$ cat src/rtl/pipelined_carry_select_adder_if.sv
// pipelined_carry_select_adder_if: operand/result handshake bundle for the carry-select adder
interface pipelined_carry_select_adder_if #(parameter int W = 32);
    logic         in_valid;
    logic         in_ready;
    logic [W-1:0] a;
    logic [W-1:0] b;
    logic         cin;
    logic         sub;
    logic         out_valid;
    logic         out_ready;
    logic [W-1:0] sum;
    logic         cout;
    logic         overflow;
    logic         zero;
    modport master (
        output in_valid, a, b, cin, sub, out_ready,
        input  in_ready, out_valid, sum, cout, overflow, zero
    );
    modport slave (
        input  in_valid, a, b, cin, sub, out_ready,
        output in_ready, out_valid, sum, cout, overflow, zero
    );
endinterface

$ cat src/rtl/pipelined_carry_select_adder.sv
// pipelined_carry_select_adder: parametrised carry-select add/subtract spread over STAGES registers
module pipelined_carry_select_adder #(
    parameter int W      = 32,
    parameter int BLK    = 4,
    parameter int STAGES = 4
) (
    input logic clk,
    input logic rst,
    pipelined_carry_select_adder_if.slave p
);
    localparam int G  = W / (BLK * STAGES);
    localparam int SW = G * BLK;
    logic adv;
    assign adv = ~p.out_valid | p.out_ready;
    assign p.in_ready = adv;
    for (genvar k = 0; k < STAGES; k++) begin : st
        localparam int R = W - k * SW;
        logic [R-1:0]        ia, ib;
        logic                ic, nv, v;
        logic [SW-1:0]       ns;
        logic [(k+1)*SW-1:0] nrs, rs;
        if (k == 0) begin : head
            assign ia  = p.a;
            assign ib  = p.sub ? ~p.b : p.b;
            assign ic  = p.sub | p.cin;
            assign nv  = p.in_valid;
            assign nrs = ns;
        end else begin : body
            assign ia  = st[k-1].fwd.ra;
            assign ib  = st[k-1].fwd.rb;
            assign ic  = st[k-1].fwd.rc;
            assign nv  = st[k-1].v;
            assign nrs = {ns, st[k-1].rs};
        end
        // each group precomputes both carry-in cases; the incoming carry only drives muxes
        for (genvar g = 0; g < G; g++) begin : grp
            logic           ci, co;
            logic [BLK:0]   s0, s1;
            if (g == 0) begin : f
                assign ci = ic;
            end else begin : n
                assign ci = grp[g-1].co;
            end
            assign s0 = {1'b0, ia[g*BLK +: BLK]} + {1'b0, ib[g*BLK +: BLK]};
            assign s1 = {1'b0, ia[g*BLK +: BLK]} + {1'b0, ib[g*BLK +: BLK]} + (BLK+1)'(1);
            assign ns[g*BLK +: BLK] = ci ? s1[BLK-1:0] : s0[BLK-1:0];
            assign co = ci ? s1[BLK] : s0[BLK];
        end
        always_ff @(posedge clk)
            if (rst) begin
                v  <= 1'b0;
                rs <= '0;
            end else if (adv) begin
                v  <= nv;
                rs <= nrs;
            end
        if (k < STAGES - 1) begin : fwd
            logic [R-SW-1:0] ra, rb;
            logic            rc;
            always_ff @(posedge clk)
                if (rst) begin
                    ra <= '0;
                    rb <= '0;
                    rc <= 1'b0;
                end else if (adv) begin
                    ra <= ia[R-1:SW];
                    rb <= ib[R-1:SW];
                    rc <= grp[G-1].co;
                end
        end else begin : last
            logic co, ov, z;
            always_ff @(posedge clk)
                if (rst) begin
                    co <= 1'b0;
                    ov <= 1'b0;
                    z  <= 1'b0;
                end else if (adv) begin
                    co <= grp[G-1].co;
                    ov <= (ia[R-1] == ib[R-1]) & (ns[SW-1] != ia[R-1]);
                    z  <= ~|nrs;
                end
        end
    end
    assign p.out_valid = st[STAGES-1].v;
    assign p.sum       = st[STAGES-1].rs;
    assign p.cout      = st[STAGES-1].last.co;
    assign p.overflow  = st[STAGES-1].last.ov;
    assign p.zero      = st[STAGES-1].last.z;
endmodule
$ cat src/flat_wrapper.sv
// flat-port wrapper written by rule: the top's interface ports become plain ports
module pipelined_carry_select_adder_flat 
#(
    parameter int W      = 32,
    parameter int BLK    = 4,
    parameter int STAGES = 4
)
  (clk, rst, p_in_valid, p_a, p_b, p_cin, p_sub, p_out_ready, p_in_ready, p_out_valid, p_sum, p_cout, p_overflow, p_zero);
  pipelined_carry_select_adder_if #(.W(W)) p_i ();
  input logic clk;
  input logic rst;
  input wire logic [$bits(p_i.in_valid)-1:0] p_in_valid;
  input wire logic [$bits(p_i.a)-1:0] p_a;
  input wire logic [$bits(p_i.b)-1:0] p_b;
  input wire logic [$bits(p_i.cin)-1:0] p_cin;
  input wire logic [$bits(p_i.sub)-1:0] p_sub;
  input wire logic [$bits(p_i.out_ready)-1:0] p_out_ready;
  output wire logic [$bits(p_i.in_ready)-1:0] p_in_ready;
  output wire logic [$bits(p_i.out_valid)-1:0] p_out_valid;
  output wire logic [$bits(p_i.sum)-1:0] p_sum;
  output wire logic [$bits(p_i.cout)-1:0] p_cout;
  output wire logic [$bits(p_i.overflow)-1:0] p_overflow;
  output wire logic [$bits(p_i.zero)-1:0] p_zero;
  assign p_i.in_valid = p_in_valid;
  assign p_i.a = p_a;
  assign p_i.b = p_b;
  assign p_i.cin = p_cin;
  assign p_i.sub = p_sub;
  assign p_i.out_ready = p_out_ready;
  assign p_in_ready = p_i.in_ready;
  assign p_out_valid = p_i.out_valid;
  assign p_sum = p_i.sum;
  assign p_cout = p_i.cout;
  assign p_overflow = p_i.overflow;
  assign p_zero = p_i.zero;
  pipelined_carry_select_adder #(.W(W), .BLK(BLK), .STAGES(STAGES)) u_core (.clk(clk), .rst(rst), .p(p_i));
endmodule
$ cat config.mk
export PLATFORM = sky130hd
export DESIGN_NAME = pipelined_carry_select_adder_flat
export DESIGN_NICKNAME = d
export VERILOG_FILES = /design/src/rtl/pipelined_carry_select_adder_if.sv /design/src/rtl/pipelined_carry_select_adder.sv /design/src/flat_wrapper.sv
export SDC_FILE = /design/constraint.sdc
export NUM_CORES = 1
export LEC_CHECK = 0
export ABC_AREA = 1
export BUFFER_PORTS_ARGS = -buffer_cell sky130_fd_sc_hd__buf_2
export CAP_MARGIN = 20
export CORE_MARGIN = 4
export CORE_UTILIZATION = 35
export CTS_CLUSTER_SIZE = 24
export DETAILED_ROUTE_END_ITERATION = 12
export PLACE_DENSITY = 0.53
export SYNTH_ARGS = -nofsm -noshare
export SYNTH_HDL_FRONTEND = slang
export SYNTH_SLANG_ARGS = --single-unit
$ cat constraint.sdc
create_clock -name clk -period 2.7 [get_ports clk]
set_input_delay 0.54 -clock clk [delete_from_list [all_inputs] [get_ports clk]]
set_output_delay 0.54 -clock clk [all_outputs]
set_load 0.005 [all_outputs]
# Word level (Yosys, flattened, before mapping)
# Cells that the tools add are included.
[op_classes]
n_addsub = 16
n_eq_ne = 2
mux = 17
bitwise = 5
n_reduce_logical = 2
[ops]
columns = ["cell", "count"]
rows = [
  ["adder 4 x 4 -> 5 bit", 8],
  ["adder 5 x 1 -> 5 bit (second input constant)", 8],
  ["two-way mux 32 bit", 1],
  ["two-way mux 4 bit", 8],
  ["inverter 32 bit", 1],
  ["OR reduction 32 bit", 1],
  ["two-way mux 1 bit", 8],
  ["bitwise OR 1 bit", 2],
  ["bitwise AND 1 bit", 1],
  ["== test 1 bit", 1],
  ["zero test 1 bit", 1],
  ["!= test 1 bit", 1],
  ["inverter 1 bit", 1],
]
[word_totals]
reg_bits = 186
input_bits = 70
output_inout_bits = 37
wordCells = 62

# Depth between registers and ports, before layout
# Gate-level depths: netlist of the first run.
[depth]
ltp_word = 6
ltp_mapped = 16

# Worst setup path after synthesis of the first run
# No wires, ideal clock.
[synth_path]
path_type = "input to register"
from = "input port p_sub"
to = "register u_core.st[0].rs[6]"
setup_time_ns = 0.110
t_arrival_ns = 2.726
setup_slack_ns = -0.136
cell_stages = 16
path_buffers = 2
path_cell_list = "buf_2 > buf_2 > xor2_1 > ha_1 > inv_1 > fa_1 > inv_1 > ha_1 > o21ai_1 > nor2_1 > nand3_1 > nand2_2 > nand2_1 > nand3_1 > nand3_1 > inv_1"
[synth_between]
elab_chain_cells = 5
elab_cells_between_ends = 8
[synth_lines]
columns = ["element", "line", "rtl"]
rows = [
  ["start, declared", "flat_wrapper.sv:16", "input wire logic [$bits(p_i.sub)-1:0] p_sub;"],
  ["two-way mux 32 bit", "pipelined_carry_select_adder.sv:24", "assign ib = p.sub ? ~p.b : p.b;"],
  ["adder 4 x 4 -> 5 bit", "pipelined_carry_select_adder.sv:44, pipelined_carry_select_adder.sv:45", ""],
  ["adder 5 x 1 -> 5 bit", "pipelined_carry_select_adder.sv:45", "assign s1 = {1'b0, ia[g*BLK +: BLK]} + {1'b0, ib[g*BLK +: BLK]} + (BLK+1)'(1);"],
  ["two-way mux 1 bit", "pipelined_carry_select_adder.sv:47", "assign co = ci ? s1[BLK] : s0[BLK];"],
  ["two-way mux 4 bit (*)", "pipelined_carry_select_adder.sv:46", "assign ns[g*BLK +: BLK] = ci ? s1[BLK-1:0] : s0[BLK-1:0];"],
  ["end signal, assigned", "pipelined_carry_select_adder.sv:55", "rs <= nrs;"],
  ["end, declared", "pipelined_carry_select_adder.sv:21", "logic [(k+1)*SW-1:0] nrs, rs;"],
]
# Every way passes the cells marked *; elsewhere a longest branch is shown, timed or not.
# A chain may end at the register's enable or synchronous reset.

# Worst setup path after layout of the first run
[layout_path]
from = "register u_core.st[2].fwd.rb[0]"
to = "register u_core.st[3].last.z (netlist: u_core.p.zero)"
[layout_between]
elab_chain_cells = 6
elab_cells_between_ends = 7
[layout_lines]
columns = ["element", "line", "rtl"]
rows = [
  ["start, declared", "pipelined_carry_select_adder.sv:58", "logic [R-SW-1:0] ra, rb;"],
  ["start signal, assigned", "pipelined_carry_select_adder.sv:67", "rb <= ib[R-1:SW];"],
  ["adder 4 x 4 -> 5 bit (*)", "pipelined_carry_select_adder.sv:44, pipelined_carry_select_adder.sv:45", ""],
  ["adder 5 x 1 -> 5 bit", "pipelined_carry_select_adder.sv:45", ""],
  ["two-way mux 1 bit", "pipelined_carry_select_adder.sv:47", ""],
  ["two-way mux 4 bit", "pipelined_carry_select_adder.sv:46", ""],
  ["OR reduction 32 bit (*)", "pipelined_carry_select_adder.sv:80", "z <= ~|nrs;"],
  ["zero test 1 bit (*)", "pipelined_carry_select_adder.sv:80", ""],
  ["end signal, assigned", "pipelined_carry_select_adder.sv:80", ""],
  ["end, declared", "pipelined_carry_select_adder.sv:71", "logic co, ov, z;"],
]
# Marked as above.

==> summary.txt, run 1 <==
GPL Wtd Cong = 0.795
WHS Endpoint = u_core.p.overflow
drt via density = 4.60
setup ws final = 0.284 ns
Power Density = 662 nW/um^2
final WL = 19.4 mm
R2R cell count = 14
chip height = 166 microns
cts bufs inserted = 17
Final period util = 0.895
Synth Net Count = 1269
hold_ws = 0.357 ns
H-Tree Depth = 4
Worst Hold Path Cells = 2
Rel. slew slack = 0.663
number of global-route vias before repair = 6623
flop-to-flop setup slack = 0.28 ns
Final Max Tran Viols = 0
clock skew = 0.0129 ns
critical path arrival = 2.78 ns
Comb pwr share = 0.149
FF+latch area = 3720 sq um
post-synthesis xor/xnor area fraction = 0.0583
maximum root-to-sink buffer count = 2
Fmax = 0.414 GHz
die area = 27400 sq um
Placement Rows = 57
Final min period = 2.42 ns
Compound-Gate Fraction of Synth Area = 0.152
vias = 7183
status = finished clean
Post-Synthesis Cells = 1151
CP Capture Type = flip-flop
Setup Buffers After CTS = 0
Layout Utilization = 0.417
Hold-fix buffers, CTS = 0
WP data required = 3.06 ns
fraction of layout cells with a size suffix above 1 = 0.141
area of the multi-input gates = 4420 sq um
R2R Path End = u_core.p.zero
Routed wire per std cell = 12.4 microns
ys async rst share = 0
post-CTS sizing = 0
Synth Warn # = 0
type of origin of the critical path = flip-flop
Critical Path Fanout Max = 3
Slew @ Worst Pin = 0.504 ns
I/O Pins = 107
Final Setup Violations = 0
Pint = 4.90 mW
largest net degree at the start of global routing = 100
Peak VDD IR = 0.000346 V
initial antenna violation count = 0
max-cap viol count = 0
hold_sp = rst
Worst Setup Slack post-DPL = -0.0672 ns
cell area after synthesis = 8690 sq um
final hold vios = 0
Starting DRT DRC Count = 406
Starting Density = 0.356
post-route antenna net violation count = 0
sequential-to-total area share from yosys stat = 0.428
drt pass-1 iters = 4
clock-pin slew on the worst setup and hold paths = 0.07 ns
largest family of logic cells by synthesized area = simple AND/OR/NAND/NOR gates
kind of critical path = reg2reg
grt ovf = 0
worst skew pair latency = 0.43 ns
worst-path cell chain = ha_1 > fa_1 > ha_1 > inv_1 > nand2_1 > o21ai_0 > nand3_1 > nor2_1 > nand2_1 > nor2_1 > nand3_1 > nor2_1 > nand2_1 > a21oi_1
Layout area overhead = 17.0%
IO buf count = 106
Layout Nets = 1343
post-synthesis simple-gate area fraction = 0.220
slowest library cell on the worst path = fa_1
syn_area_per_cell = 7.55 sq um
Total GRT Usage = 0.142
Unique masters post-synth = 32
n_diodes = 0
core area = 24400 sq um
switching power share of the total = 0.272
HP Class = in2reg
Post-synth EDFFs = 0
die width = 166 microns
Fill cells = 2605
static leakage = 5.13 nW
Slowest Stage Delay on Critical Path = 0.53 ns
CTS tree = built
CTS root buffer = clkbuf_16
reg2reg start = u_core.st[2].fwd.rb[0]
Flop pwr share = 0.461
Synth Area in Adders = 0.0760
dominant synthesized flop cell = dfxtp_1
register bit total from synthesis = 186
first-pass GRT wire length = 33.0 mm
clock sinks = 186
clock power share = 0.390
detailed-route DRC error count = 0
Net Switching = 1.83 mW
RSZ-0062 raised after global routing = no
post-DP HPWL = 13.7 mm
mux cell area share after synthesis = 0
[layout by cell type, fill, tap and decap left out]
| master | count |
|---|---|
| bufinv_16 | 2 |
| inv_1 | 76 |
| buf_12 | 5 |
| clkbuf_16 | 17 |
| inv_8 | 3 |
| o221ai_1 | 2 |
| buf_4 | 8 |
| nor3_1 | 3 |
| a21oi_1 | 50 |
| nand4_1 | 6 |
| a21o_1 | 4 |
| or2_2 | 4 |
| inv_4 | 1 |
| inv_2 | 3 |
| nand3_2 | 3 |
| nand3_1 | 63 |
| o21ai_1 | 1 |
| nor4_1 | 1 |
| ha_1 | 40 |
| xor2_1 | 16 |
| nand2_1 | 98 |
| nand2_4 | 2 |
| xor2_2 | 1 |
| a31oi_1 | 5 |
| dfxtp_1 | 186 |
| o21ai_0 | 171 |
| o211ai_1 | 9 |
| o21bai_1 | 8 |
| buf_2 | 106 |
| a211oi_1 | 1 |
| clkbuf_8 | 4 |
| nand2_2 | 6 |
| nor2_1 | 274 |
| fa_1 | 8 |
| nand3b_1 | 2 |
| nor2_4 | 2 |
| inv_6 | 6 |
| xnor2_1 | 40 |
| clkinv_4 | 1 |
[Yosys cell counts, types with 16 or more instances]
| library cell | count | area share |
|---|---|---|
| ha_1 | 40 | 0.058 |
| dfxtp_1 | 186 | 0.43 |
| nand2_1 | 98 | 0.042 |
| a21oi_1 | 50 | 0.029 |
| o21ai_0 | 171 | 0.098 |
| inv_1 | 77 | 0.033 |
| buf_2 | 19 | 0.011 |
| xor2_1 | 16 | 0.016 |
| nor2_1 | 275 | 0.12 |
| xnor2_1 | 40 | 0.040 |
| nand3_1 | 64 | 0.037 |
| clkbuf_1 | 44 | 0.019 |
[per-layer routing]
metal,vias to the layer above,wire [microns],GRT usage
li1,3901,-,-
met1,3188,9980,0.203
met3,8,571,0.0284
met5,-,0,0
met2,86,8770,0.224
met4,0,110,0.0301
[state kept, by name, indices dropped and copies added, names as in the netlist]
signal / count
u_core.p.sum: 32
u_core.st.rs: 48
u_core.p.cout: 1
u_core.p.out_valid: 1
u_core.p.zero: 1
u_core.st.v: 3
u_core.st.fwd.rc: 3
u_core.st.fwd.ra: 48
u_core.p.overflow: 1
u_core.st.fwd.rb: 48
[power by group through the flow]
stage	Clock (mW)	Combinational, mW	Sequential [mW]
floorplan	0	0.731	3.14
global route	2.84	1.16	3.14
finish	2.63	1.00	3.10
CTS	2.71	1.02	3.11
detailed placement	0	1.01	3.17
global placement	0	1.00	3.16
[worst max-delay path: cells and delay by family, from the launching register on]
| family | cells | cell delay (ns) |
|---|---|---|
| AOI/OAI and AO/OA | 2 | 0.22 |
| adders and majority gates | 3 | 1.08 |
| buffers and inverters | 1 | 0.06 |
| DFF | 1 | 0.31 |
| and+or+nand+nor | 8 | 0.71 |
[logic make-up (layout without fill, tap and decap cells)]
family,after synthesis,after routing
compound gates,251,251
simple gates,464,464
xor+xnor,57,57
fa+ha+maj,48,48
flops,186,186
buf+inv,145,232
[final cells by class]
class,instances,share of cell area
sequential,186,0.366
timing repair buffer,119,0.0679
clock inverter,11,0.0144
clock buffer,21,0.0472
multi-input combinational,820,0.434
inverter,81,0.0306
tap,324,0.0398
[worst max path at each step]
stage / start / end
final: u_core.st[2].fwd.rb[0] / u_core.p.zero
after global routing: u_core.st[2].fwd.rb[0] / u_core.p.zero
after CTS: u_core.st[2].fwd.rb[0] / u_core.p.zero
after detailed placement: p_sub / u_core.st[0].fwd.rc
after global placement: p_sub / u_core.st[0].fwd.rc
after floorplan: p_sub / u_core.st[0].rs[6]
[through the flow]
step	cell area, sq um	total power [mW]	TNS [ns]	instances
finish	10200	6.74	0	1562
global route	10200	7.14	0	1562
global placement	9550	4.17	0	1530
floorplan	8710	3.87	0	1151
detailed placement	9550	4.18	-0.226	1530
CTS	10200	6.84	0	1562
Power figures use the tool's default switching activity.
==> run 2: changes to the inputs <==
--- a/config.mk
+++ b/config.mk
@@ -10,9 +10,11 @@
 export CAP_MARGIN = 20
 export CORE_MARGIN = 4
 export CORE_UTILIZATION = 35
+export CTS_BUF_LIST = sky130_fd_sc_hd__clkbuf_4 sky130_fd_sc_hd__clkbuf_8
 export CTS_CLUSTER_SIZE = 24
 export DETAILED_ROUTE_END_ITERATION = 12
 export PLACE_DENSITY = 0.53
+export RECOVER_POWER = 100
 export SYNTH_ARGS = -nofsm -noshare
 export SYNTH_HDL_FRONTEND = slang
 export SYNTH_SLANG_ARGS = --single-unit
==> run 2 against run 1 <==
Highest routed layer unchanged. First-iteration DRC count down 15%. Fmax fell by 1.7%. Design area fell by 2.7%. Critical path depth decreased by 3. Core utilization shrank 1.1 points.
==> summary.txt, run 2 (same netlist as run 1, synthesis figures left out) <==
number of global-route vias before repair = 6591 (-0.48%)
most frequent cells in the layout = nor2_1 (275), dfxtp_1 (186), o21ai_0 (172)
clock-pin slew on the worst setup and hold paths = 0.11 ns (+0.04 ns)
GPL Wtd Cong = 0.795 (unchanged)
Starting Density = 0.356 (unchanged)
Power Density = 617 nW/um^2 (-6.8%)
Final Max Tran Viols = 0 (unchanged)
post-CTS sizing = 0 (unchanged)
Rel. slew slack = 0.166 (-0.497)
Fmax = 0.407 GHz (-1.7%)
detailed-route DRC error count = 0 (unchanged)
I/O Pins = 107 (unchanged)
Final Setup Violations = 0 (unchanged)
Top Registers = u_core.st.fwd.ra x48, u_core.st.fwd.rb x48, u_core.st.rs x48
hold_ws = 0.314 ns (-0.0434 ns)
critical path arrival = 2.88 ns (+0.10 ns)
Placement Rows = 57 (unchanged)
setup ws final = 0.243 ns (-0.0410 ns)
maximum root-to-sink buffer count = 2 (unchanged)
Final period util = 0.910 (+0.0152)
grt ovf = 0 (unchanged)
clock skew = 0.0141 ns (+0.00124 ns)
kind of critical path = reg2reg
CP Capture Type = flip-flop
Starting DRT DRC Count = 346 (-15%)
final hold vios = 0 (unchanged)
static leakage = 4.94 nW (-3.8%)
status = finished clean
die width = 166 microns (unchanged)
type of origin of the critical path = flip-flop
chip height = 166 microns (unchanged)
RSZ-0062 raised after global routing = no
Slew @ Worst Pin = 1.25 ns (+0.747 ns)
Layout Nets = 1343 (unchanged)
final WL = 19.5 mm (+0.32%)
clock sinks = 186 (unchanged)
setup tns final = 0 ns (unchanged)
HP Class = in2reg
H-Tree Depth = 4 (unchanged)
Hold-fix buffers, CTS = 0 (unchanged)
fraction of layout cells with a size suffix above 1 = 0.116 (-0.0250)
die area = 27400 sq um (unchanged)
cts bufs inserted = 17 (unchanged)
Layout Utilization = 0.406 (-0.0114)
largest net degree at the start of global routing = 100 (unchanged)
Total GRT Usage = 0.143 (+0.000753)
post-DP HPWL = 13.7 mm (unchanged)
CTS tree = built
CTS root buffer = clkbuf_8
post-route antenna net violation count = 0 (unchanged)
core area = 24400 sq um (unchanged)
drt via density = 4.59 (about the same)
n_diodes = 0 (unchanged)
first-pass GRT wire length = 32.9 mm (-0.38%)
IO buf count = 106 (unchanged)
Final min period = 2.46 ns (+0.0410 ns)
Critical Path Fanout Max = 6 (+3)
Routed wire per std cell = 12.5 microns (+0.32%)
commonest non-fill, non-tap cell in the layout = nor2_1
Peak VDD IR = 0.000268 V (-23%)
drt pass-1 iters = 4 (unchanged)
worst skew pair latency = 0.46 ns (+0.03 ns)
vias = 7176 (-0.097%)
Setup Buffers After CTS = 0 (unchanged)
Layout area overhead = 13.8%
Worst Setup Slack post-DPL = -0.0672 ns (unchanged)
initial antenna violation count = 0 (unchanged)
max-cap viol count = 0 (unchanged)
WP data required = 3.12 ns (+0.06 ns)
[run 2: cell count changes in the layout (fill, tap and decap cells not counted), sizes merged]
cell,before,now
buf,119,91
clkbuf,21,49
[run 2: critical path, stage by stage (launching register included)]
cell and delay (ns):
dfxtp_1 0.32, ha_1 0.22, fa_1 0.55, ha_1 0.16
nand2_1 0.08, nor2_1 0.17, nand4_1 0.11, nand2_1 0.17
inv_1 0.13, o21ai_0 0.34, o21bai_1 0.10, inv_1 0.07
[run 2: per-layer routing]
metal,part of all wire,GRT usage,wire length (microns),vias to the layer above
met5,0,0,0,-
met2,0.44,0.221,8640,84
met1,0.52,0.203,10000,3182
met4,0.013,0.0387,257,0
li1,-,-,-,3897
met3,0.028,0.0296,544,13
[run 2: power breakdown]
part           leakage (nW)  internal, mW  switching [mW]
registers              1.53          2.98           0.128
logic                  3.18         0.416           0.573
clock network         0.224         0.959            1.05
total                  4.94          4.35            1.76
[run 2: final timing paths]
check | to | slack, ns | from | depth (start not counted)
worst min register to register | u_core.p.sum[21] | 0.46 | u_core.st[2].rs[21] | 2
worst min-delay path | u_core.p.overflow | 0.31 | rst | 2
worst max-delay path | u_core.st[1].rs[13] | 0.24 | u_core.st[0].fwd.rb[0] | 11
worst max register to register | u_core.st[1].rs[13] | 0.24 | u_core.st[0].fwd.rb[0] | 11
[run 2: stage by stage]
step                std cells  instance area [sq um]  power (mW)
floorplan                1151                   8710        3.87
global placement         1530                   9550        4.17
detailed placement       1530                   9550        4.18
CTS                      1562                   9980        6.22
global route             1562                   9900        6.51
finish                   1562                   9900        6.11
[run 2: layout make-up]
type | count | area, sq um
tap | 324 | 405
timing repair buffer | 119 | 619
fill | 2649 | 14500
multi-input combinational | 820 | 4400
sequential | 186 | 3720
clock buffer | 21 | 289
inverter | 81 | 312
clock inverter | 11 | 146
==> run 3: changes to the inputs <==
--- a/config.mk
+++ b/config.mk
@@ -13,7 +13,7 @@
 export CTS_BUF_LIST = sky130_fd_sc_hd__clkbuf_4 sky130_fd_sc_hd__clkbuf_8
 export CTS_CLUSTER_SIZE = 24
 export DETAILED_ROUTE_END_ITERATION = 12
-export PLACE_DENSITY = 0.53
+export PLACE_DENSITY = 0.56
 export RECOVER_POWER = 100
 export SYNTH_ARGS = -nofsm -noshare
 export SYNTH_HDL_FRONTEND = slang
==> constraint.sdc (replaced) <==
create_clock -name clk -period 2.2 [get_ports clk]
set_input_delay 0.44 -clock clk [delete_from_list [all_inputs] [get_ports clk]]
set_output_delay 0.44 -clock clk [all_outputs]
set_load 0.005 [all_outputs]
==> run 3 against run 2 <==
The run now ends with negative setup slack left. Sequential share of layout area down 2.2 points. Core utilization increased by 2.6 points. Combinational power rose by 46%. Critical path type unchanged.
==> summary.txt, run 3 (same netlist as run 1, synthesis figures left out) <==
status = finished, violations left
failing checks = negative setup slack
Layout Utilization = 0.432 (+0.0262)
final WL = 19.5 mm (+0.19%)
Final period util = 1.01 (+0.102)
max-cap viol count = 0 (unchanged)
CTS tree = built
Total GRT Usage = 0.140 (-0.00293)
die width = 166 microns (unchanged)
cts bufs inserted = 17 (unchanged)
kind of critical path = reg2reg
Top Registers = u_core.st.fwd.ra x48, u_core.st.fwd.rb x48, u_core.st.rs x48
CTS root buffer = clkbuf_8
Layout Nets = 1388 (+3.4%)
CP Capture Type = flip-flop
area of the multi-input gates = 4710 sq um (+7.1%)
n_diodes = 0 (unchanged)
FF+latch area = 3730 sq um (+0.20%)
Rel. slew slack = 0.492 (+0.327)
clock sinks = 186 (unchanged)
number of global-route vias before repair = 6766 (+2.7%)
largest net degree at the start of global routing = 97 (-3.0%)
grt met2 use = 0.231 (+0.0105)
Power Density = 722 nW/um^2 (+17%)
post-route antenna net violation count = 0 (unchanged)
Final Max Tran Viols = 0 (unchanged)
Slew @ Worst Pin = 0.762 ns (-0.490 ns)
most frequent cells in the layout = nor2_1 (270), dfxtp_1 (180), o21ai_0 (168)
setup tns final = -0.0290 ns (-0.0290 ns)
Final Setup Violations = 2 (+2)
Final Power = 7.60 mW (+25%)
fraction of layout cells with a size suffix above 1 = 0.201 (+0.0856)
grt peak-use layer = met2
WP data required = 2.59 ns (-0.53 ns)
commonest non-fill, non-tap cell in the layout = nor2_1
Starting Density = 0.356 (unchanged)
Peak VDD IR = 0.000330 V (+23%)
GRT met3 Usage = 0.0231 (-0.00643)
I/O Pins = 107 (unchanged)
vias = 7327 (+2.1%)
Worst Setup Slack post-DPL = -0.396 ns (-0.329 ns)
Hold-fix buffers, CTS = 0 (unchanged)
Placement Rows = 57 (unchanged)
Critical Path Fanout Max = 2 (-4)
drt via density = 4.56 (-0.75%)
HP Class = in2reg
Fill cells = 2546 (-3.9%)
Final min period = 2.23 ns (-0.231 ns)
critical path arrival = 2.62 ns (-0.26 ns)
worst-path cell chain = ha_4 > fa_2 > ha_4 > inv_2 > nand2_2 > o21ai_2 > nand3_1 > nor2_2 > nand2_1 > nor2_2 > nand3_1 > nor2_1 > nand2_1 > a21oi_2
post-DP HPWL = 13.7 mm (about the same)
Starting DRT DRC Count = 293 (-15%)
drt pass-1 iters = 5 (+1)
static leakage = 5.23 nW (+5.9%)
clock-pin slew on the worst setup and hold paths = 0.10 ns (about the same)
worst skew pair latency = 0.46 ns (about the same)
Routed wire per std cell = 12.2 microns (-2.6%)
slowest library cell on the worst path = fa_2
setup ws final = -0.0264 ns (-0.269 ns)
first-pass GRT wire length = 32.5 mm (-1.1%)
GPL Wtd Cong = 0.774 (-2.6%)
H-Tree Depth = 4 (unchanged)
Layout area overhead = 21.2%
type of origin of the critical path = flip-flop
initial antenna violation count = 0 (unchanged)
grt ovf = 0 (unchanged)
die area = 27400 sq um (unchanged)
RSZ-0062 raised after global routing = yes
final hold vios = 0 (unchanged)
clock skew = 0.0195 ns (+0.00538 ns)
IO buf count = 106 (unchanged)
maximum root-to-sink buffer count = 2 (unchanged)
detailed-route DRC error count = 0 (unchanged)
core area = 24400 sq um (unchanged)
Fmax = 0.449 GHz (+10%)
chip height = 166 microns (unchanged)
Slowest Stage Delay on Critical Path = 0.60 ns (+0.05 ns)
met1 Use GR = 0.190 (-0.0132)
run 3: final timing paths:
path	start	end	slack (ns)	cells past startpoint
setup / recovery	u_core.st[2].fwd.ra[0]	u_core.p.zero	-0.03	14
hold / removal	p_a[17]	u_core.st[0].fwd.ra[9]	0.23	3
setup reg to reg	u_core.st[2].fwd.ra[0]	u_core.p.zero	-0.03	14
hold reg to reg	u_core.p.overflow	u_core.p.overflow	0.47	2
run 3: what timing repair did:
action / CTS / global route
pin swaps: 14 / 38
setup buffers: 1 / 7
resized for setup: 27 / 56
endpoints found under the setup margin: 16 / 17
run 3: worst max-delay path: cells and delay by family, from the launching register on:
kind / cells / cell delay (ns)
simple gates: 8 / 0.63
flops: 1 / 0.35
buf+inv: 1 / 0.05
compound gates: 2 / 0.18
fa+ha+maj: 3 / 0.97
run 3: power breakdown:
group / internal [mW] / switching [mW]
combinational: 0.667 / 0.776
sequential: 3.65 / 0.162
clock: 1.08 / 1.26
run 3: final cells by class:
cell class | count | area share
sequential | 186 | 0.354
multi-input combinational | 820 | 0.447
timing repair buffer | 164 | 0.0902
clock buffer | 19 | 0.0242
tap | 324 | 0.0385
inverter | 81 | 0.0308
clock inverter | 13 | 0.0148
run 3: per-stage QoR:
step | area, sq um | hold slack (ns) | instances
detailed placement | 9840 | 0.459 | 1567
global route | 10500 | 0.207 | 1607
global placement | 9840 | 0.452 | 1567
finish | 10500 | 0.232 | 1607
CTS | 10300 | 0.193 | 1600
floorplan | 8770 | 0.441 | 1151
run 3: layer usage:
layer / wire, microns / up-vias
li1: - / 3988
met1: 9670 / 3256
met2: 9250 / 68
met3: 401 / 15
met4: 204 / 0
met5: 0 / -
